File: config.mk
export PLATFORM = sky130hd
export DESIGN_NAME = pixel_stream_sequencer_flat
export DESIGN_NICKNAME = d
export VERILOG_FILES = /design/src/rtl/pixel_stream_sequencer_pkg.sv /design/src/rtl/pixel_stream_sequencer_if.sv /design/src/rtl/pixel_stream_sequencer_slot_counter.sv /design/src/rtl/pixel_stream_sequencer.sv /design/src/flat_wrapper.sv
export SDC_FILE = /design/constraint.sdc
export NUM_CORES = 1
export LEC_CHECK = 0
export CAP_MARGIN = 20
export CORE_ASPECT_RATIO = 1.25
export CORE_MARGIN = 4
export CORE_UTILIZATION = 47
export CTS_CLUSTER_SIZE = 8
export DETAILED_ROUTE_END_ITERATION = 10
export MAX_ROUTING_LAYER = met4
export PLACE_DENSITY = 0.82
export SETUP_SLACK_MARGIN = 0.15
export SYNTH_ARGS = -nofsm -noshare
export SYNTH_HDL_FRONTEND = slang
export SYNTH_SLANG_ARGS = --single-unit
File: constraint.sdc
create_clock -name clk -period 2.26 [get_ports clk]
set_input_delay 0.565 -clock clk [delete_from_list [all_inputs] [get_ports clk]]
set_output_delay 0.565 -clock clk [all_outputs]
set_load 0.01 [all_outputs]
File: src/rtl/pixel_stream_sequencer_pkg.sv
// Shared types and geometry for the pixel stream sequencer.
// Frame size, address width and the FSM state encoding live here so every file agrees.
package skel_pkg;

  localparam int N           = 8;
  localparam int BIT_SIZE    = 6;
  localparam int PIXEL_WIDTH = 8;
  localparam int ADDR_W      = BIT_SIZE + 1;
  localparam int FRAME_PIX   = N * N;

  localparam logic [ADDR_W-1:0] LAST_ADDR = ADDR_W'(FRAME_PIX - 1);

  typedef enum logic [2:0] {
    IDLE,
    PRIME0,
    PRIME1,
    BCAST,
    DRAIN,
    DONE
  } seq_state_e;

endpackage

File: src/rtl/pixel_stream_sequencer_if.sv
// Control, image RAM, kernel bus and read-back signals of the sequencer.
// The stall input exists only when SEQ_STALL_EN is defined.
interface pixel_stream_sequencer_if;
  import skel_pkg::*;

  logic                   start;
  logic                   busy;
  logic                   done;
  logic                   mem_rd_en;
  logic [ADDR_W-1:0]      mem_addr;
  logic [PIXEL_WIDTH-1:0] mem_rd_data;
  logic                   kern_we;
  logic [ADDR_W-1:0]      kern_addr;
  logic [PIXEL_WIDTH-1:0] kern_data;
  logic                   rb_valid;
  logic [ADDR_W-1:0]      rb_addr;
`ifdef SEQ_STALL_EN
  logic                   stall;
`endif

  modport master (
`ifdef SEQ_STALL_EN
    input  stall,
`endif
    input  start, mem_rd_data,
    output busy, done, mem_rd_en, mem_addr,
    output kern_we, kern_addr, kern_data, rb_valid, rb_addr
  );

  modport slave (
`ifdef SEQ_STALL_EN
    output stall,
`endif
    output start, mem_rd_data,
    input  busy, done, mem_rd_en, mem_addr,
    input  kern_we, kern_addr, kern_data, rb_valid, rb_addr
  );

endinterface

File: src/rtl/pixel_stream_sequencer_slot_counter.sv
// Two-clock slot bit plus pixel index; last flags slot1 of the final pixel.
module seq_slot_counter
  import skel_pkg::*;
(
  input  logic              clk,
  input  logic              rst,
  input  logic              clear_i,
  input  logic              advance_i,
  input  logic              hold_i,
  output logic              slot_o,
  output logic [ADDR_W-1:0] addr_o,
  output logic              last_o
);

  logic              slot_q, slot_d;
  logic [ADDR_W-1:0] addr_q, addr_d;

  always_comb begin
    slot_d = slot_q;
    addr_d = addr_q;
    if (clear_i) begin
      slot_d = 1'b0;
      addr_d = '0;
    end else if (advance_i && !hold_i) begin
      slot_d = !slot_q;
      if (slot_q) addr_d = addr_q + ADDR_W'(1);
    end
  end

  always_ff @(posedge clk or posedge rst) begin
    if (rst) begin
      slot_q <= 1'b0;
      addr_q <= '0;
    end else begin
      slot_q <= slot_d;
      addr_q <= addr_d;
    end
  end

  assign slot_o = slot_q;
  assign addr_o = addr_q;
  assign last_o = slot_q && (addr_q == LAST_ADDR);

endmodule

File: src/rtl/pixel_stream_sequencer.sv
// Streams an NxN image from RAM onto the kernel bus (2 clks/pixel), then sweeps a read-back pass.
// Optional SEQ_STALL_EN adds a stall input honoured at slot0 of BCAST/DRAIN.
module pixel_stream_sequencer
  import skel_pkg::*;
(
  input  logic                     clk,
  input  logic                     rst,
  pixel_stream_sequencer_if.master bus
);

  if (FRAME_PIX > 2**ADDR_W || N < 3) begin : g_cfg_err
    $error("pixel_stream_sequencer: N must be >= 3 and N*N must fit in ADDR_W bits");
  end

  seq_state_e             state_q, state_d;
  logic                   busy_q, busy_d;
  logic                   done_q, done_d;
  logic                   kern_we_q, kern_we_d;
  logic [ADDR_W-1:0]      kern_addr_q, kern_addr_d;
  logic [PIXEL_WIDTH-1:0] kern_data_q, kern_data_d;

  logic              slot, last, in_seq, hold, stall_w;
  logic [ADDR_W-1:0] addr;

`ifdef SEQ_STALL_EN
  assign stall_w = bus.stall;
`else
  assign stall_w = 1'b0;
`endif

  assign in_seq = (state_q == BCAST) || (state_q == DRAIN);
  assign hold   = in_seq && !slot && stall_w;

  seq_slot_counter u_slot_counter (
    .clk       (clk),
    .rst       (rst),
    .clear_i   (!in_seq || last),
    .advance_i (in_seq),
    .hold_i    (hold),
    .slot_o    (slot),
    .addr_o    (addr),
    .last_o    (last)
  );

  always_comb begin
    state_d       = state_q;
    kern_we_d     = kern_we_q;
    kern_addr_d   = kern_addr_q;
    kern_data_d   = kern_data_q;
    bus.mem_rd_en = 1'b0;
    bus.mem_addr  = '0;
    bus.rb_valid  = 1'b0;
    bus.rb_addr   = '0;

    case (state_q)
      IDLE: if (bus.start) state_d = PRIME0;
      PRIME0: begin
        bus.mem_rd_en = 1'b1;
        state_d       = PRIME1;
      end
      PRIME1: begin
        kern_data_d = bus.mem_rd_data;
        kern_addr_d = '0;
        kern_we_d   = 1'b1;
        state_d     = BCAST;
      end
      BCAST: begin
        // Prefetch p+1 in slot0 so its data lands exactly when slot1 retires p.
        if (!slot) begin
          if (!hold && addr != LAST_ADDR) begin
            bus.mem_rd_en = 1'b1;
            bus.mem_addr  = addr + ADDR_W'(1);
          end
        end else if (last) begin
          kern_we_d   = 1'b0;
          kern_addr_d = '0;
          state_d     = DRAIN;
        end else begin
          kern_addr_d = addr + ADDR_W'(1);
          kern_data_d = bus.mem_rd_data;
        end
      end
      DRAIN: begin
        if (slot) begin
          bus.rb_valid = 1'b1;
          bus.rb_addr  = kern_addr_q;
          if (last) begin
            kern_addr_d = '0;
            state_d     = DONE;
          end else begin
            kern_addr_d = addr + ADDR_W'(1);
          end
        end
      end
      DONE: begin
        kern_addr_d = '0;
        kern_data_d = '0;
        state_d     = IDLE;
      end
      default: state_d = IDLE;
    endcase

    busy_d = (state_d == PRIME0) || (state_d == PRIME1) ||
             (state_d == BCAST)  || (state_d == DRAIN);
    done_d = (state_d == DONE);
  end

  always_ff @(posedge clk or posedge rst) begin
    if (rst) begin
      state_q     <= IDLE;
      busy_q      <= 1'b0;
      done_q      <= 1'b0;
      kern_we_q   <= 1'b0;
      kern_addr_q <= '0;
      kern_data_q <= '0;
    end else begin
      state_q     <= state_d;
      busy_q      <= busy_d;
      done_q      <= done_d;
      kern_we_q   <= kern_we_d;
      kern_addr_q <= kern_addr_d;
      kern_data_q <= kern_data_d;
    end
  end

  assign bus.busy      = busy_q;
  assign bus.done      = done_q;
  assign bus.kern_we   = kern_we_q;
  assign bus.kern_addr = kern_addr_q;
  assign bus.kern_data = kern_data_q;

endmodule
File: src/flat_wrapper.sv
// flat-port wrapper written by rule: the top's interface ports become plain ports
module pixel_stream_sequencer_flat import skel_pkg::*;
  (clk, rst, bus_start, bus_mem_rd_data, bus_busy, bus_done, bus_mem_rd_en, bus_mem_addr, bus_kern_we, bus_kern_addr, bus_kern_data, bus_rb_valid, bus_rb_addr);
  pixel_stream_sequencer_if bus_i ();
  input  logic clk;
  input  logic rst;
  input wire logic [$bits(bus_i.start)-1:0] bus_start;
  input wire logic [$bits(bus_i.mem_rd_data)-1:0] bus_mem_rd_data;
  output wire logic [$bits(bus_i.busy)-1:0] bus_busy;
  output wire logic [$bits(bus_i.done)-1:0] bus_done;
  output wire logic [$bits(bus_i.mem_rd_en)-1:0] bus_mem_rd_en;
  output wire logic [$bits(bus_i.mem_addr)-1:0] bus_mem_addr;
  output wire logic [$bits(bus_i.kern_we)-1:0] bus_kern_we;
  output wire logic [$bits(bus_i.kern_addr)-1:0] bus_kern_addr;
  output wire logic [$bits(bus_i.kern_data)-1:0] bus_kern_data;
  output wire logic [$bits(bus_i.rb_valid)-1:0] bus_rb_valid;
  output wire logic [$bits(bus_i.rb_addr)-1:0] bus_rb_addr;
  assign bus_i.start = bus_start;
  assign bus_i.mem_rd_data = bus_mem_rd_data;
  assign bus_busy = bus_i.busy;
  assign bus_done = bus_i.done;
  assign bus_mem_rd_en = bus_i.mem_rd_en;
  assign bus_mem_addr = bus_i.mem_addr;
  assign bus_kern_we = bus_i.kern_we;
  assign bus_kern_addr = bus_i.kern_addr;
  assign bus_kern_data = bus_i.kern_data;
  assign bus_rb_valid = bus_i.rb_valid;
  assign bus_rb_addr = bus_i.rb_addr;
  pixel_stream_sequencer u_core (.clk(clk), .rst(rst), .bus(bus_i));
endmodule
==> flow_metrics.env, run 1 <==
export IMPL_grt_pass1_wl_um=7110
export IMPL_relSlewSlack_pct=55.7
export IMPL_p_per_area_nw_per_um2=440
export IMPL_start_kind="register"
export IMPL_hp_class="reg -> reg"
export IMPL_fin_util_pct=70.6
export IMPL_dp_hpwl_um=2990
export IMPL_max_freq_ghz=0.448
export IMPL_syn_area_per_cell_sq_um=9.52
export IMPL_synthesis_area_sq_um=1540
export IMPL_io_pins=45
export IMPL_placed_cells=253
export IMPL_routedWlPerCell_um=15.6
export IMPL_internal_power_mw=0.778
export IMPL_setup_ws_ns=0.0303
export IMPL_min_path_cells=2
export IMPL_p_sw_share_pct=21.6
export IMPL_yosys_cell_types_count=37
export IMPL_outcome="finished clean"
export IMPL_routed_wl_um=4180
export IMPL_area_delta_synth_final_pct=46.1
export IMPL_track_usage_pct=22.7
export IMPL_combPwrFrac_pct=5.9
export IMPL_rows=23
export IMPL_r2r_cells=6
export IMPL_h_tree_depth=2
export IMPL_peakVddDrop_mv=0.458
export IMPL_p_clk_share_pct=40.6
export IMPL_grt_setup_unrepaired="true"
export IMPL_period_minus_slack_ns=2.23
export IMPL_p_seq_share_pct=53.5
export IMPL_hold_violations=0
export IMPL_stdcell_count=268
export IMPL_ys_dominant_reg_cell="dfrtp_1"
export IMPL_leakage_nw=1.03
export IMPL_cts_root_buf="clkbuf_8"
export IMPL_synth_fp_nets=174
export IMPL_cts_buffers_inserted=5
export IMPL_dieArea_sq_um=4270
export IMPL_die_w_um=59.2
export IMPL_place_gp_congestion=0.865
export IMPL_vias_per_cell=5.62
export IMPL_synthCells=162
export IMPL_critPathCaptureType="primary output"
export IMPL_fin_tns_setup_ns=0
export IMPL_drt_iter0_drc=76
export IMPL_timing_worst_setup_path_type="reg -> out"
export IMPL_first_pass_iters=4
export IMPL_final_common_cell="dfrtp_1"
export IMPL_crit_required_ns=1.69
export IMPL_ant_nets=0
export IMPL_skew_ns=0.00635
export IMPL_vias=1506
export IMPL_layout_common_cells="dfrtp_1 (29), clkdlybuf4s50_1 (28), buf_4 (24)"
export IMPL_synth_top_cell_by_area="dfrtp_1"
export IMPL_critPathArrivalTime_ns=1.66
export IMPL_synth_seq_area_share_pct=47.0
export IMPL_drive_gt1_share_pct=26.8
export IMPL_fin_nets=242
export IMPL_async_flop_share_pct=100
export IMPL_overflow=0
export IMPL_cts_buffer_depth=2
export IMPL_grt_max_degree=30
export IMPL_finalCritPeriodShare_pct=98.7
export IMPL_crit_slowest_cell="dfrtp_1"
export IMPL_fp_dieH_um=72.1
export IMPL_synth_area_leaders="dfrtp_1 (47%), o31ai_1 (5.4%), nand2_1 (5.1%)"
export IMPL_slowest_delay_ns=0.36
export IMPL_n_antenna_cell=0
export IMPL_cts_sinks=29
export IMPL_finalSetupViolCount=0
export IMPL_crit_chain="ha_2 -> nand3_2 -> or3_4 -> nand3_4 -> buf_6 -> nor2_1 -> buf_2"
export IMPL_grt_pass1_vias=1540
export IMPL_antenna_found_initial=0
export IMPL_seqCellArea_sq_um=726
export IMPL_holdWs_ns=0.521
export IMPL_drv_cap=0
export IMPL_path_max_fanout=4
export IMPL_fp_coreArea_sq_um=3190
export IMPL_p_switching_mw=0.214
export IMPL_multiInputGateArea_sq_um=802
export IMPL_n_fill_cell=257
export IMPL_finalMaxSlewViolations=0
export IMPL_drc=0
export IMPL_synth_seq_cells=29
export IMPL_synth_warnings=0
export IMPL_initial_core_util_pct=48.3
export IMPL_cts_tree="yes"
export IMPL_clock_latency_ns=0.28
export IMPL_tightest_slew_ns=0.664
export IMPL_synth_top_area_share_pct=47.0
export IMPL_port_buffers=44
export IMPL_path_clk_slew_ns=0.06
export IMPL_place_ws_ns=-0.0875
export IMPL_synth_edf_count=0
-- per-stage QoR --
stage | area, sq um | total power, mW
2_1_floorplan | 1540 | 0.560
3_3_place_gp | 2120 | 0.597
3_5_place_dp | 2120 | 0.599
4_1_cts | 2240 | 0.997
5_1_grt | 2250 | 1.03
6_report | 2250 | 0.992
-- logic make-up after synthesis --
family / count (synthesis) / synth area share [%]
simple gates: 73 / 25.7
compound gates: 39 / 18.4
flops: 29 / 47.0
buf+inv: 14 / 4.62
xor+xnor: 6 / 3.41
fa+ha+maj: 1 / 0.811
-- power by group through the flow --
stage	Sequential [mW]	Combinational (mW)	Clock, mW
after floorplan	0.543	0.0166	0
final	0.531	0.0581	0.403
after global routing	0.531	0.0640	0.438
after detailed placement	0.540	0.0589	0
after CTS	0.531	0.0593	0.407
after global placement	0.540	0.0570	0
-- synth_stat cells, types with 2 or more instances --
| cell | n |
|---|---|
| nand3b_1 | 4 |
| nor3_1 | 2 |
| o31ai_1 | 11 |
| xnor2_1 | 3 |
| buf_4 | 2 |
| o21ai_0 | 11 |
| inv_1 | 4 |
| xor2_1 | 3 |
| or3_1 | 4 |
| and3_1 | 9 |
| nor2_1 | 18 |
| clkbuf_1 | 3 |
| dfrtp_1 | 29 |
| a211oi_1 | 3 |
| nand2_1 | 21 |
| nand4_1 | 3 |
| buf_2 | 3 |
| nand3_1 | 5 |
| a21oi_1 | 6 |
-- routing by layer --
| layer | up-vias | part of all wire, % | routed length (um) | global-route usage (%) |
|---|---|---|---|---|
| li1 | 717 | - | - | - |
| met1 | 716 | 40 | 1660 | 26.5 |
| met2 | 60 | 51 | 2110 | 35.7 |
| met3 | 13 | 6.6 | 277 | 6.58 |
| met4 | 0 | 3.1 | 129 | 10.3 |
| met5 | - | 0 | 0 | - |
-- worst paths after layout --
path / from / end / slack, ns
worst max-delay path: u_core.u_slot_counter.addr_o[1] / bus_mem_addr[3] / 0.03
worst min register to register: u_core.bus.kern_data[3] / u_core.bus.kern_data[3] / 0.52
max in group asynchronous: rst / u_core.bus.kern_addr[6] / 1.33
worst max register to register: u_core.u_slot_counter.addr_o[1] / u_core.bus.kern_data[4] / 0.40
min in group asynchronous: rst / u_core.u_slot_counter.addr_o[2] / 0.66
worst min-delay path: u_core.bus.kern_data[3] / u_core.bus.kern_data[3] / 0.52
-- worst max-delay path, delay by kind of cell (launching register included) --
kind	cells	cell delay, ns
simple gates	4	0.57
flops	1	0.36
buf+inv	2	0.25
fa+ha+maj	1	0.20
-- timing repair --
item                       4_1_cts  5_1_grt
hold buffers                     0        0
buffers inserted                 5        2
resized for setup               52        9
setup endpoints to repair       16       14
pin swaps                        7        2
-- layout make-up --
class	instances	share of cell area, %
well taps	37	2.05
repair buffers	70	25.8
inverters	5	0.832
multi-input cells	119	35.6
clock buffers	8	3.55
flip-flops and latches	29	32.2
-- registers in the layout (all words and copies together), names as in the netlist --
| register | count |
|---|---|
| u_core.bus.kern_addr | 7 |
| u_core.bus.kern_we | 1 |
| u_core.state_q | 3 |
| u_core.u_slot_counter.slot_o | 1 |
| u_core.u_slot_counter.addr_o | 7 |
| u_core.bus.kern_data | 8 |
| u_core.bus.done | 1 |
| u_core.bus.busy | 1 |
(Power assumes the default switching activity.)
==> inputs of run 2 (changes only) <==
ABC_AREA = 1   (was not set)
CORE_UTILIZATION = 46   (was 47)
GPL_TIMING_DRIVEN = 0   (was not set)
RECOVER_POWER = 25   (was not set)
==> run 2 against run 1 <==
Synthesized cell count grew 12%. Cell count rose by 7.1%. Sequential power is essentially flat. Sequential share of layout area up 1.1 points.
==> flow_metrics.env, run 2 <==
export IMPL_finalSetupViolCount=0
export IMPL_hold_path_end="u_core.bus.kern_data[0]"
export IMPL_finalMaxSlewViolations=0
export IMPL_synth_warnings=0
export IMPL_combPwrFrac_pct=7.1
export IMPL_synth_fp_nets=193
export IMPL_port_buffers=44
export IMPL_final_common_cell="nand2_1"
export IMPL_critPathArrivalTime_ns=1.62
export IMPL_io_pins=45
export IMPL_antenna_found_initial=0
export IMPL_crit_slowest_cell="dfrtp_1"
export IMPL_p_clk_share_pct=33.9
export IMPL_fin_util_pct=73.1
export IMPL_fp_dieH_um=70.9
export IMPL_r2r_end="u_core.bus.kern_data[5]"
export IMPL_syn_area_per_cell_sq_um=8.03
export IMPL_min_from="u_core.bus.kern_data[0]"
export IMPL_p_switching_mw=0.215
export IMPL_routedWlPerCell_um=13.9
export IMPL_dp_hpwl_um=2570
export IMPL_grt_pass1_vias=1457
export IMPL_cts_sinks=29
export IMPL_layout_common_cells="nand2_1 (54), clkdlybuf4s50_1 (27), dfrtp_1 (25)"
export IMPL_start_kind="register"
export IMPL_hold_violations=0
export IMPL_synth_seq_cells=29
export IMPL_synthesis_area_sq_um=1450
export IMPL_drv_cap=0
export IMPL_leakage_nw=1.11
export IMPL_first_pass_iters=4
export IMPL_post_dp_cell_area_sq_um=1940
export IMPL_yosys_cell_types_count=21
export IMPL_synth_seq_area_share_pct=49.9
export IMPL_rr_startpoint="u_core.state_q[1]"
export IMPL_grt_setup_unrepaired="true"
export IMPL_crit_chain="ha_4 -> nand2_2 -> nor2_2 -> nand2_2 -> nand3_4 -> buf_4 -> nand2_1 -> buf_2"
export IMPL_fin_nets=262
export IMPL_cts_tree="yes"
export IMPL_tightest_slew_ns=0.480
export IMPL_peakVddDrop_mv=0.372
export IMPL_period_minus_slack_ns=2.19
export IMPL_path_max_fanout=6
export IMPL_dieArea_sq_um=4130
export IMPL_internal_power_mw=0.682
export IMPL_min_path_cells=2
export IMPL_grt_pass1_wl_um=6470
export IMPL_cts_root_buf="clkbuf_4"
export IMPL_async_flop_share_pct=100
export IMPL_crit_required_ns=1.69
export IMPL_rrSetupSlack_ns=0.71
export IMPL_track_usage_pct=21.2
export IMPL_overflow=0
export IMPL_ys_dominant_reg_cell="dfrtp_1"
export IMPL_path_clk_slew_ns=0.10
export IMPL_outcome="finished clean"
export IMPL_cts_buffer_depth=2
export IMPL_finalCritPeriodShare_pct=96.8
export IMPL_area_delta_synth_final_pct=50.8
export IMPL_cp_common_cell="nand2_2"
export IMPL_n_fill_cell=231
export IMPL_h_tree_depth=2
export IMPL_synth_edf_count=0
export IMPL_p_sw_share_pct=24.0
export IMPL_cts_buffers_inserted=5
export IMPL_p_seq_share_pct=59.0
export IMPL_p_per_area_nw_per_um2=409
export IMPL_initial_core_util_pct=48.5
export IMPL_routed_wl_um=4000
export IMPL_vias_per_cell=4.97
export IMPL_design_area_sq_um=2190
export IMPL_timing_worst_setup_path_type="reg -> out"
export IMPL_rows=22
export IMPL_relSlewSlack_pct=68.0
export IMPL_die_w_um=58.3
export IMPL_ant_nets=0
export IMPL_slowest_delay_ns=0.42
export IMPL_synth_top_cell_by_area="dfrtp_1"
export IMPL_synthCells=181
export IMPL_r2r_cells=9
export IMPL_fp_coreArea_sq_um=3000
export IMPL_synth_most_common_cell="nand2_1"
export IMPL_max_freq_ghz=0.457
export IMPL_n_antenna_cell=0
export IMPL_ys_top_cells_by_count="nand2_1 (57), dfrtp_1 (29), inv_1 (23)"
export IMPL_critPathCaptureType="primary output"
export IMPL_clock_latency_ns=0.34
export IMPL_drive_gt1_share_pct=27.5
export IMPL_place_gp_congestion=0.934
export IMPL_drc=0
export IMPL_synth_top_area_share_pct=49.9
export IMPL_drt_iter0_drc=31
export IMPL_skew_ns=0.00808
export IMPL_largest_reg_flops=8
export IMPL_vias=1426
export IMPL_grt_max_degree=30
export IMPL_hp_class="reg -> reg"
export IMPL_synth_area_leaders="dfrtp_1 (50%), nand2_1 (15%), inv_1 (5.9%)"
==> run 2: power groups by stage <==
stage | Sequential [mW] | Clock (mW) | Combinational (mW)
6_report | 0.530 | 0.304 | 0.0637
5_1_grt | 0.531 | 0.334 | 0.0704
4_1_cts | 0.530 | 0.311 | 0.0597
3_5_place_dp | 0.540 | 0 | 0.0594
3_3_place_gp | 0.539 | 0 | 0.0582
2_1_floorplan | 0.543 | 0 | 0.0187
==> run 2: critical path, delay by kind of cell (launching register included) <==
family | cells | cell delay (ns)
adders and majority gates | 1 | 0.19
DFF | 1 | 0.42
and+or+nand+nor | 5 | 0.37
buffers and inverters | 2 | 0.30
==> run 2: cell families after synthesis <==
group	after synthesis	share of synthesized area (%)
xor+xnor	2	1.21
buf+inv	26	7.23
flops	29	49.9
simple gates	107	34.9
compound gates	16	5.85
fa+ha+maj	1	0.860
==> run 2: metal layers <==
layer  global-route usage (%)  wire (um)
met1                     23.5       1500
met4                     11.1        122
met3                     6.20        263
met5                        -          0
met2                     33.8       2110
==> run 2: layout make-up <==
class	instances	area, sq um	area share (%)
clock inverters	2	10.0	0.457
repair buffers	62	543	24.8
multi-input cells	126	717	32.7
clock buffers	6	41.3	1.88
plain buffers	1	11.3	0.514
well taps	36	45.0	2.05
inverters	25	93.8	4.28
flip-flops and latches	29	731	33.3
==> run 2: metrics by stage <==
step | hold WS, ns | power (mW) | setup TNS (ns) | worst slack, ns | cells
2_1_floorplan | 0.491 | 0.562 | 0 | 0.521 | 181
6_report | 0.483 | 0.898 | 0 | 0.0731 | 287
3_5_place_dp | 0.466 | 0.599 | -0.984 | -0.187 | 261
4_1_cts | 0.489 | 0.901 | 0 | 0.00445 | 281
5_1_grt | 0.515 | 0.935 | 0 | 0.0141 | 287
3_3_place_gp | 0.452 | 0.598 | -0.974 | -0.186 | 261
==> run 2: worst max-delay path by stage <==
stage	startpoint	endpoint
final	u_core.u_slot_counter.addr_o[0]	bus_mem_rd_en
after CTS	u_core.u_slot_counter.addr_o[1]	bus_mem_addr[4]
after global routing	u_core.u_slot_counter.addr_o[0]	bus_mem_rd_en
after detailed placement	u_core.u_slot_counter.addr_o[0]	bus_mem_addr[4]
after floorplan	u_core.u_slot_counter.addr_o[0]	bus_mem_addr[4]
after global placement	u_core.u_slot_counter.addr_o[0]	bus_mem_addr[4]
==> run 2: what timing repair did <==
action,4_1_cts,5_1_grt
hold buffers,0,0
gates resized for setup,55,27
setup endpoints to repair,16,14
setup buffers,12,5
pin swaps,6,5
==> inputs of run 3 (changes only) <==
CORE_MARGIN = 3   (was 4)
CORE_UTILIZATION = 48   (was 46)
SYNTH_HIERARCHICAL = 1   (was not set)
==> run 3 against run 2 <==
Synthesized cell count is 25% higher. Register-to-register slack worse by 0.37 ns. Critical path depth is 2 lower. Setup slack better by 0.11 ns. Clock power is 34% higher. Flip-flop and latch count stayed put. Via count is 19% higher. Worst hold slack better by 0.011 ns. Synthesized area is 17% higher. Critical endpoint is now bus_rb_valid.
==> flow_metrics.env, run 3 <==
export IMPL_outcome="finished clean"
export IMPL_grt_setup_unrepaired="true"
export IMPL_dp_hpwl_um=2940
export IMPL_drv_cap=0
export IMPL_cts_buffer_depth=2
export IMPL_fin_nets=310
export IMPL_grt_pass1_vias=1614
export IMPL_grt_pass1_wl_um=7130
export IMPL_peakVddDrop_mv=0.825
export IMPL_path_clk_slew_ns=0.06
export IMPL_internal_power_mw=1.37
export IMPL_rr_startpoint="u_core/u_slot_counter/addr_o[0]"
export IMPL_ctsHoldBuffers=0
export IMPL_synthesis_area_sq_um=1700
export IMPL_port_buffers=44
export IMPL_drive_gt1_share_pct=27.9
export IMPL_fin_util_pct=73.2
export IMPL_min_from="u_core/bus.kern_we"
export IMPL_skew_ns=0.00349
export IMPL_p_clk_share_pct=17.5
export IMPL_first_pass_iters=4
export IMPL_die_w_um=59.2
export IMPL_rows=23
export IMPL_synth_adder_area_share_pct=1.47
export IMPL_setup_ws_ns=0.185
export IMPL_fin_tns_setup_ns=0
export IMPL_critPathCaptureType="primary output"
export IMPL_n_antenna_cell=0
export IMPL_cts_buffers_inserted=5
export IMPL_crit_required_ns=1.69
export IMPL_ys_dominant_reg_cell="dfrtp_1"
export IMPL_clock_latency_ns=0.28
export IMPL_dieArea_sq_um=4290
export IMPL_critPathArrivalTime_ns=1.51
export IMPL_fp_dieH_um=72.5
export IMPL_p_switching_mw=0.968
export IMPL_io_pins=45
export IMPL_cts_sinks=29
export IMPL_ant_nets=0
export IMPL_cts_root_buf="clkbuf_8"
export IMPL_path_max_fanout=10
export IMPL_routedWlPerCell_um=13.1
export IMPL_synth_top_cell_by_area="dfrtp_1"
export IMPL_synth_compound_area_share_pct=5.68
export IMPL_finalCritPeriodShare_pct=91.8
export IMPL_synth_edf_count=0
export IMPL_vias_per_cell=5.05
export IMPL_synthSimpleGateAreaFrac_pct=40.7
export IMPL_initial_core_util_pct=51.3
export IMPL_synth_warnings=6
export IMPL_combPwrFrac_pct=51.9
export IMPL_yosys_cell_types_count=25
export IMPL_synth_xor_area_share_pct=2.06
export IMPL_layout_common_cells="nand2_1 (63), nor2_1 (35), clkdlybuf4s50_1 (27)"
export IMPL_timing_worst_setup_path_type="reg -> out"
export IMPL_p_total_mw=2.33
export IMPL_drc=0
export IMPL_vias=1692
export IMPL_synth_most_common_cell="nand2_1"
export IMPL_h_tree_depth=2
export IMPL_hp_class="reg -> reg"
export IMPL_p_seq_share_pct=30.6
export IMPL_synth_fp_nets=240
export IMPL_finalSetupViolCount=0
export IMPL_final_common_cell="nand2_1"
export IMPL_p_per_area_nw_per_um2=964
export IMPL_grt_max_degree=22
export IMPL_tightest_slew_ns=0.785
export IMPL_max_freq_ghz=0.482
export IMPL_synth_seq_cells=29
export IMPL_synthCells=227
export IMPL_overflow=0
export IMPL_synth_area_mux_share_pct=0
export IMPL_antenna_found_initial=0
export IMPL_holdWs_ns=0.493
export IMPL_leakage_nw=1.18
export IMPL_place_ws_ns=-0.0764
export IMPL_routed_wl_um=4400
export IMPL_finalMaxSlewViolations=0
export IMPL_synth_top_area_share_pct=42.8
export IMPL_drt_iter0_drc=67
export IMPL_start_kind="register"
export IMPL_place_gp_congestion=0.883
export IMPL_largest_reg_flops=8
export IMPL_hold_violations=0
export IMPL_cts_tree="yes"
export IMPL_track_usage_pct=22.6
export IMPL_fp_coreArea_sq_um=3310
export IMPL_synth_top_family_by_area="simple AND/OR/NAND/NOR gates"
export IMPL_area_delta_synth_final_pct=42.7
export IMPL_crit_start="u_core/state_q[0]"
export IMPL_synth_seq_area_share_pct=42.8
export IMPL_period_minus_slack_ns=2.08
export IMPL_syn_area_per_cell_sq_um=7.47
export IMPL_synth_area_leaders="dfrtp_1 (43%), nand2_1 (15%), nor2_1 (8.4%)"
export IMPL_async_flop_share_pct=100
export IMPL_relSlewSlack_pct=47.6
export IMPL_p_sw_share_pct=41.5
export IMPL_ys_top_cells_by_count="nand2_1 (66), nor2_1 (38), dfrtp_1 (29)"
## run 3: cell types whose count changed after synthesis, sizes merged, moves of 2 or more
cell    change
nor2       +26
nand2      +14
a21oi       +8
nand3       +8
nand3b      -8
o21ai       -5
buf         +2
or2         -2
xor2        +2
## run 3: worst max-delay path, cell delays in order (launching register included)
cell and delay [ns]:
dfrtp_2 0.40, buf_4 0.14, inv_4 0.08, nand3_4 0.11, buf_6 0.17, nor2_2 0.09
clkdlybuf4s15_2 0.23
## run 3: logic make-up after synthesis
| family | after synthesis |
|---|---|
| AOI/OAI and AO/OA | 18 |
| xor gates and xnor gates | 4 |
| adders and majority gates | 2 |
| buffers and inverters | 28 |
| DFF | 29 |
| other | 1 |
| and+or+nand+nor | 145 |
## run 3: routing by layer
layer	GRT usage, %	wire (um)
met1	24.9	1710
met2	37.8	2250
met4	9.82	146
met5	-	0
met3	6.05	291
## run 3: area by class of cell
class / instances / area (sq um)
Fill cell: 245 / 888
Multi-Input combinational cell: 170 / 906
Sequential cell: 29 / 733
Inverter: 25 / 96.3
Tap cell: 37 / 46.3
Clock inverter: 2 / 10.0
Clock buffer: 6 / 72.6
Timing Repair Buffer: 63 / 523
Buffer: 3 / 33.8
## run 3: power groups by stage
stage / clock network, mW / registers, mW / logic [mW]
3_5_place_dp: 0 / 0.736 / 1.06
6_report: 0.407 / 0.715 / 1.21
2_1_floorplan: 0 / 0.765 / 0.650
5_1_grt: 0.448 / 0.729 / 1.34
4_1_cts: 0.416 / 0.716 / 1.16
3_3_place_gp: 0 / 0.729 / 1.04
## run 3: what timing repair did
item / CTS / global route
gates resized for setup: 38 / 31
setup buffers: 12 / 7
setup endpoints to repair: 16 / 21
pin swaps: 2 / 8
## run 3: final timing paths
path / endpoint / cells past startpoint / slack [ns]
min reg2reg: u_core/bus.kern_we / 2 / 0.49
max: bus_rb_valid / 6 / 0.18
max reg2reg: u_core/bus.kern_data[1] / 11 / 0.34
max in group asynchronous: u_core/state_q[0] / 2 / 0.84
min in group asynchronous: u_core/u_slot_counter/addr_o[6] / 2 / 0.69
min: u_core/bus.kern_we / 2 / 0.49
## run 3: per-stage QoR
stage          std cells  instance area [sq um]
2_1_floorplan        227                   1700
3_3_place_gp         308                   2180
3_5_place_dp         308                   2180
4_1_cts              328                   2380
5_1_grt              335                   2420
6_report             335                   2420
==> patch 1, RTL diff (settings of run 1) <==
Set the package constant `PIXEL_WIDTH` to 10 (it was 8).
--- a/src/rtl/pixel_stream_sequencer_pkg.sv
+++ b/src/rtl/pixel_stream_sequencer_pkg.sv
@@ -5,5 +5,5 @@
   localparam int N           = 8;
   localparam int BIT_SIZE    = 6;
-  localparam int PIXEL_WIDTH = 8;
+  localparam int PIXEL_WIDTH = 10;
   localparam int ADDR_W      = BIT_SIZE + 1;
   localparam int FRAME_PIX   = N * N;
Interface: changed (resized bus_kern_data and bus_mem_rd_data); port bits go from 45 to 49. No check against the original RTL was run, so the function may have changed too.
==> patch 1 against run 1 <==
Synthesized area increased by 2.5%; final area increased by 5.9%; routed wire length decreased by 2.5%; first-iteration DRC count decreased by 42%; power increased by 7.2%; sequential cell count increased by 2; sequential share of layout area increased by 0.41 points; combinational power increased by 19%; worst setup slack improved by 0.029 ns; highest routed layer unchanged; final cell count increased by 3.7%; clock power increased by 5.5%.
==> patch 1: results (changes against run 1) <==
| Metric | Value |
|---|---|
| Run status | `completed` |
| Hold path depth | `1 (-1)` |
| Net switching power | `244 µW (+14%)` |
| Placed Cells | `260 (+2.8%)` |
| Final Non-Filler Cells | `278 (+3.7%)` |
| Net count of the finished layout | `254 (+5.0%)` |
| WL met1 | `1.65 mm (-0.60%)` |
| Most numerous cell types in the synthesized netlist | `31 x sky130_fd_sc_hd__dfrtp_1, 27 x sky130_fd_sc_hd__nand2_1, 15 x sky130_fd_sc_hd__nor2_1` |
| Fraction of final layout cells sized beyond drive strength 1 | `0.257 (-0.0111)` |
| Maximum frequency from static timing analysis | `0.454 GHz (+1.3%)` |
| Crit Reg-Reg Startpoint | `u_core.u_slot_counter.addr_o[4]$_DFFE_PP0P_` |
| Vias in the first global route | `1,530 (-0.65%)` |
| Routing usage on met3 | `0.0566 (-0.00920)` |
| Destination of the worst hold path | `u_core.bus.kern_we$_DFFE_PP0P_` |
| Syn_area_per_cell | `9.53 µm² (about the same)` |
| Final Skew | `0.00223 ns (-0.00412 ns)` |
| Total routing resource utilization after global routing | `0.206 (-0.0211)` |
| Relative slew margins | `0.533 (-0.0242)` |
| Top post-synthesis cells by area | `sky130_fd_sc_hd__dfrtp_1 49%, sky130_fd_sc_hd__nand2_1 6.4%, sky130_fd_sc_hd__mux2i_1 6.3%, sky130_fd_sc_hd__nor2_1 3.6%, sky130_fd_sc_hd__and3_1 3.2%` |
| Met1 Usage GRT | `0.226 (-0.0391)` |
| Met2 track demand over resource | `0.350 (-0.00747)` |
| Area of placed instances | `0.00220 mm² (+3.8%)` |
| VDD IR-drop max | `0.476 mV (+3.9%)` |
| Amount of wire on met3 after detailed routing | `263 µm (-5.1%)` |
| Final hold slack | `0.479 ns (-0.0424 ns)` |
| Global placement routability congestion | `0.850 (-1.7%)` |
| Vias per cell | `5.40 (-3.9%)` |
| Worst setup path endpoint | `bus_mem_addr[5]` |
| Number of buffer cells added on primary ports | `48 (+9.1%)` |
| Sequential cell area fraction in the yosys report | `0.491 (+0.0201)` |
| Detailed-routed wire length on met2 | `2.07 mm (-1.9%)` |
| Largest register FFs | `10 (+2)` |
| Pleak | `0.00121 µW (+18%)` |
| HP Start | `u_core.bus.kern_we$_DFFE_PP0P_` |
| Largest net degree at the start of global routing | `32 (+6.7%)` |
| Placement-stage worst setup slack | `-0.118 ns (-0.0306 ns)` |
| Worst reg2reg endpoint | `u_core.bus.kern_data[3]$_DFFE_PP0P_` |
-- patch 1: changes by cell type in the layout (fill, tap and decap cells not counted), sizes merged, moves of 3 or more --
cell,run 1,this run
a21boi,0,3
a21oi,7,3
clkdlybuf4s50,28,32
mux2i,0,10
nand2,21,27
nand2b,0,6
nand3,6,11
nor2,18,15
o21ai,12,4
o31ai,11,5
or3,4,1
-- patch 1: layout make-up --
class | count | area, µm²
clock inverters | 2 | 12.5
fillers | 262 | 836
well taps | 37 | 46.3
inverters | 4 | 15.0
flip-flops and latches | 31 | 778
multi-input cells | 122 | 801
clock buffers | 6 | 72.6
repair buffers | 76 | 662
-- patch 1: critical path, stage by stage (launching register included) --
cell and delay, ns:
sky130_fd_sc_hd__dfrtp_1 0.47, sky130_fd_sc_hd__nand2_1 0.11, sky130_fd_sc_hd__or3_4 0.40, sky130_fd_sc_hd__nand2b_4 0.10, sky130_fd_sc_hd__buf_6 0.10, sky130_fd_sc_hd__nor2_1 0.03
sky130_fd_sc_hd__buf_2 0.14
-- patch 1: logic make-up (layout without fill, tap and decap cells) --
group	after synthesis	in the layout	share of synthesized area
compound gates	22	22	0.0981
xor+xnor	6	6	0.0332
fa+ha+maj	1	1	0.00791
buf+inv	14	88	0.0411
flops	31	31	0.491
mux	10	10	0.0633
simple gates	82	83	0.266
-- patch 1: timing repair --
item                                    CTS  global route
setup buffers                             6             3
pin swaps                                 5             1
endpoints found under the setup margin   16            11
resized for setup                        49            18
cloned                                    1             0
endpoints found under the hold margin     0             0
-- patch 1: power groups by stage --
stage | sequential (µW) | combinational [µW] | clock (µW)
after floorplan | 583 | 19.5 | 0
after global placement | 579 | 68.9 | 0
after detailed placement | 579 | 71.1 | 0
after CTS | 569 | 71.1 | 426
after global routing | 570 | 76.1 | 461
final | 569 | 69.3 | 425
==> patch 2, RTL diff (config.mk and constraints of run 1) <==
Without the edit above. Encoding of `seq_state_e`: now one-hot (6 bits for 6 states).
--- a/src/rtl/pixel_stream_sequencer_pkg.sv
+++ b/src/rtl/pixel_stream_sequencer_pkg.sv
@@ -11,11 +11,11 @@
   localparam logic [ADDR_W-1:0] LAST_ADDR = ADDR_W'(FRAME_PIX - 1);
 
-  typedef enum logic [2:0] {
-    IDLE,
-    PRIME0,
-    PRIME1,
-    BCAST,
-    DRAIN,
-    DONE
+  typedef enum logic [5:0] {
+    IDLE   = 6'b000001,
+    PRIME0 = 6'b000010,
+    PRIME1 = 6'b000100,
+    BCAST  = 6'b001000,
+    DRAIN  = 6'b010000,
+    DONE   = 6'b100000
   } seq_state_e;
 
Behaviour: same outputs for any inputs over 10 cycles, from zero or initial values and one cycle with rst high; not proved beyond that.
==> patch 2 against run 1 <==
The run now ends with setup timing left; final area increased by 6.9%; sequential share of layout area increased by 1.1 points; routed wire length increased by 9.7%; highest routed layer unchanged; first-iteration DRC count decreased by 32%; synthesized area increased by 0.89%; sequential cell count increased by 3; worst setup slack got worse by 0.14 ns.
Power is not compared: it rests on default switching activity, and its combinational part moved more than twofold at a synthesized area within 25%.
==> patch 2: results (changes against run 1) <==
| Metric | Value |
|---|---|
| Distinct cell type count after synthesis | `38 (+2.7%)` |
| Register fraction of the total cell area | `0.333 (+0.0109)` |
| Crit path max-delay cell type | `sky130_fd_sc_hd__or4_4` |
| Routing usage on met3 | `0.0641 (-0.00178)` |
| Final Skew | `0.00630 ns (-0.0000517 ns)` |
| Buffers outside the clock class | `78 (+11%)` |
| Layout multi-input combinational cell count | `104 (-13%)` |
| Mux contribution to synthesized area | `0.0514 (+0.0514)` |
| HP Start | `u_core.bus.kern_we$_DFFE_PP0P_` |
| Placement-stage worst setup slack | `-0.276 ns (-0.188 ns)` |
| Clk_buf instances | `6 (-2)` |
| Violated checks | `setup timing` |
| Via count | `1,496 (-0.66%)` |
| Total routing resource utilization after global routing | `0.251 (+0.0241)` |
| Worst setup path endpoint | `bus_mem_addr[2]` |
| Detailed-routed wire length on met2 | `2.50 mm (+18%)` |
| Final setup vio count | `14 (+14)` |
| Final worst-path setup slack | `-0.106 ns (-0.137 ns)` |
| Destination of the worst hold path | `u_core.bus.kern_we$_DFFE_PP0P_` |
| Maximum fanout along the worst path | `3 (-1)` |
| Data arrival time of the critical path | `1.80 ns (+0.14 ns)` |
| Area of placed instances | `0.00225 mm² (+6.3%)` |
| Final sum of negative setup slack | `-1.14 ns (-1.14 ns)` |
| Synth Area in Compound Gates | `0.122 (-0.0619)` |
| Delay of the slowest cell on the worst path | `0.58 ns (+0.22 ns)` |
| Vias in the first global route | `1,604 (+4.2%)` |
| Fraction of final layout cells sized beyond drive strength 1 | `0.315 (+0.0465)` |
| Amount of wire on met3 after detailed routing | `257 µm (-7.2%)` |
| Worst reg2reg endpoint | `u_core.bus.kern_data[7]$_DFFE_PP0P_` |
| Largest net degree at the start of global routing | `33 (+10%)` |
| Non-clock inverter count in the final layout | `13 (+8)` |
| Relative slew margins | `0.571 (+0.0137)` |
| Met2 track demand over resource | `0.434 (+0.0765)` |
| Fraction of area in clock buffers and inverters | `0.0447 (+0.00914)` |
| Non-Clock Buffer Area Fraction | `0.269 (+0.0109)` |
| Final hold slack | `0.496 ns (-0.0256 ns)` |
| Reg-to-reg slack, setup | `0.18 ns (-0.22 ns)` |
| Final design utilization | `0.754 (+0.0486)` |
| WL met1 | `1.71 mm (+3.1%)` |
| Run status | `complete, but fails checks` |
| Share of the synthesized netlist area taken by xor and xnor gates | `0.0394 (+0.00533)` |
| Sinks on the clock net | `32 (+10%)` |
| Sequential cell area fraction in the yosys report | `0.515 (+0.0449)` |
| Wire length of the first global-routing pass | `7.71 mm (+8.4%)` |
| # fillers | `213 (-17%)` |
| Most numerous cell types in the synthesized netlist | `31 x sky130_fd_sc_hd__dfrtp_1, 14 x sky130_fd_sc_hd__nand2_1, 13 x sky130_fd_sc_hd__inv_1` |
## patch 2: cell count changes after synthesis, moves of 5 or more
cell and change:
sky130_fd_sc_hd__nor3_1 +5, sky130_fd_sc_hd__o21ai_0 -7, sky130_fd_sc_hd__o2bb2ai_1 +5, sky130_fd_sc_hd__nand2_1 -7
sky130_fd_sc_hd__and3_1 -6, sky130_fd_sc_hd__o31ai_1 -10, sky130_fd_sc_hd__nor2_1 -8, sky130_fd_sc_hd__and2_1 +10
sky130_fd_sc_hd__mux2i_1 +8, sky130_fd_sc_hd__inv_1 +9, sky130_fd_sc_hd__a21oi_1 -5
## patch 2: repair_timing
action / in CTS / in global routing
cloned: 1 / 0
setup endpoints to repair: 16 / 19
buffers inserted: 5 / 1
pin swaps: 10 / 6
gates resized for setup: 72 / 1
## patch 2: power groups by stage
stage | registers (µW) | clock network, µW | logic, µW
global placement | 734 | 0 | 544
CTS | 732 | 551 | 603
detailed placement | 744 | 0 | 570
global route | 740 | 580 | 676
finish | 733 | 538 | 631
floorplan | 781 | 0 | 225
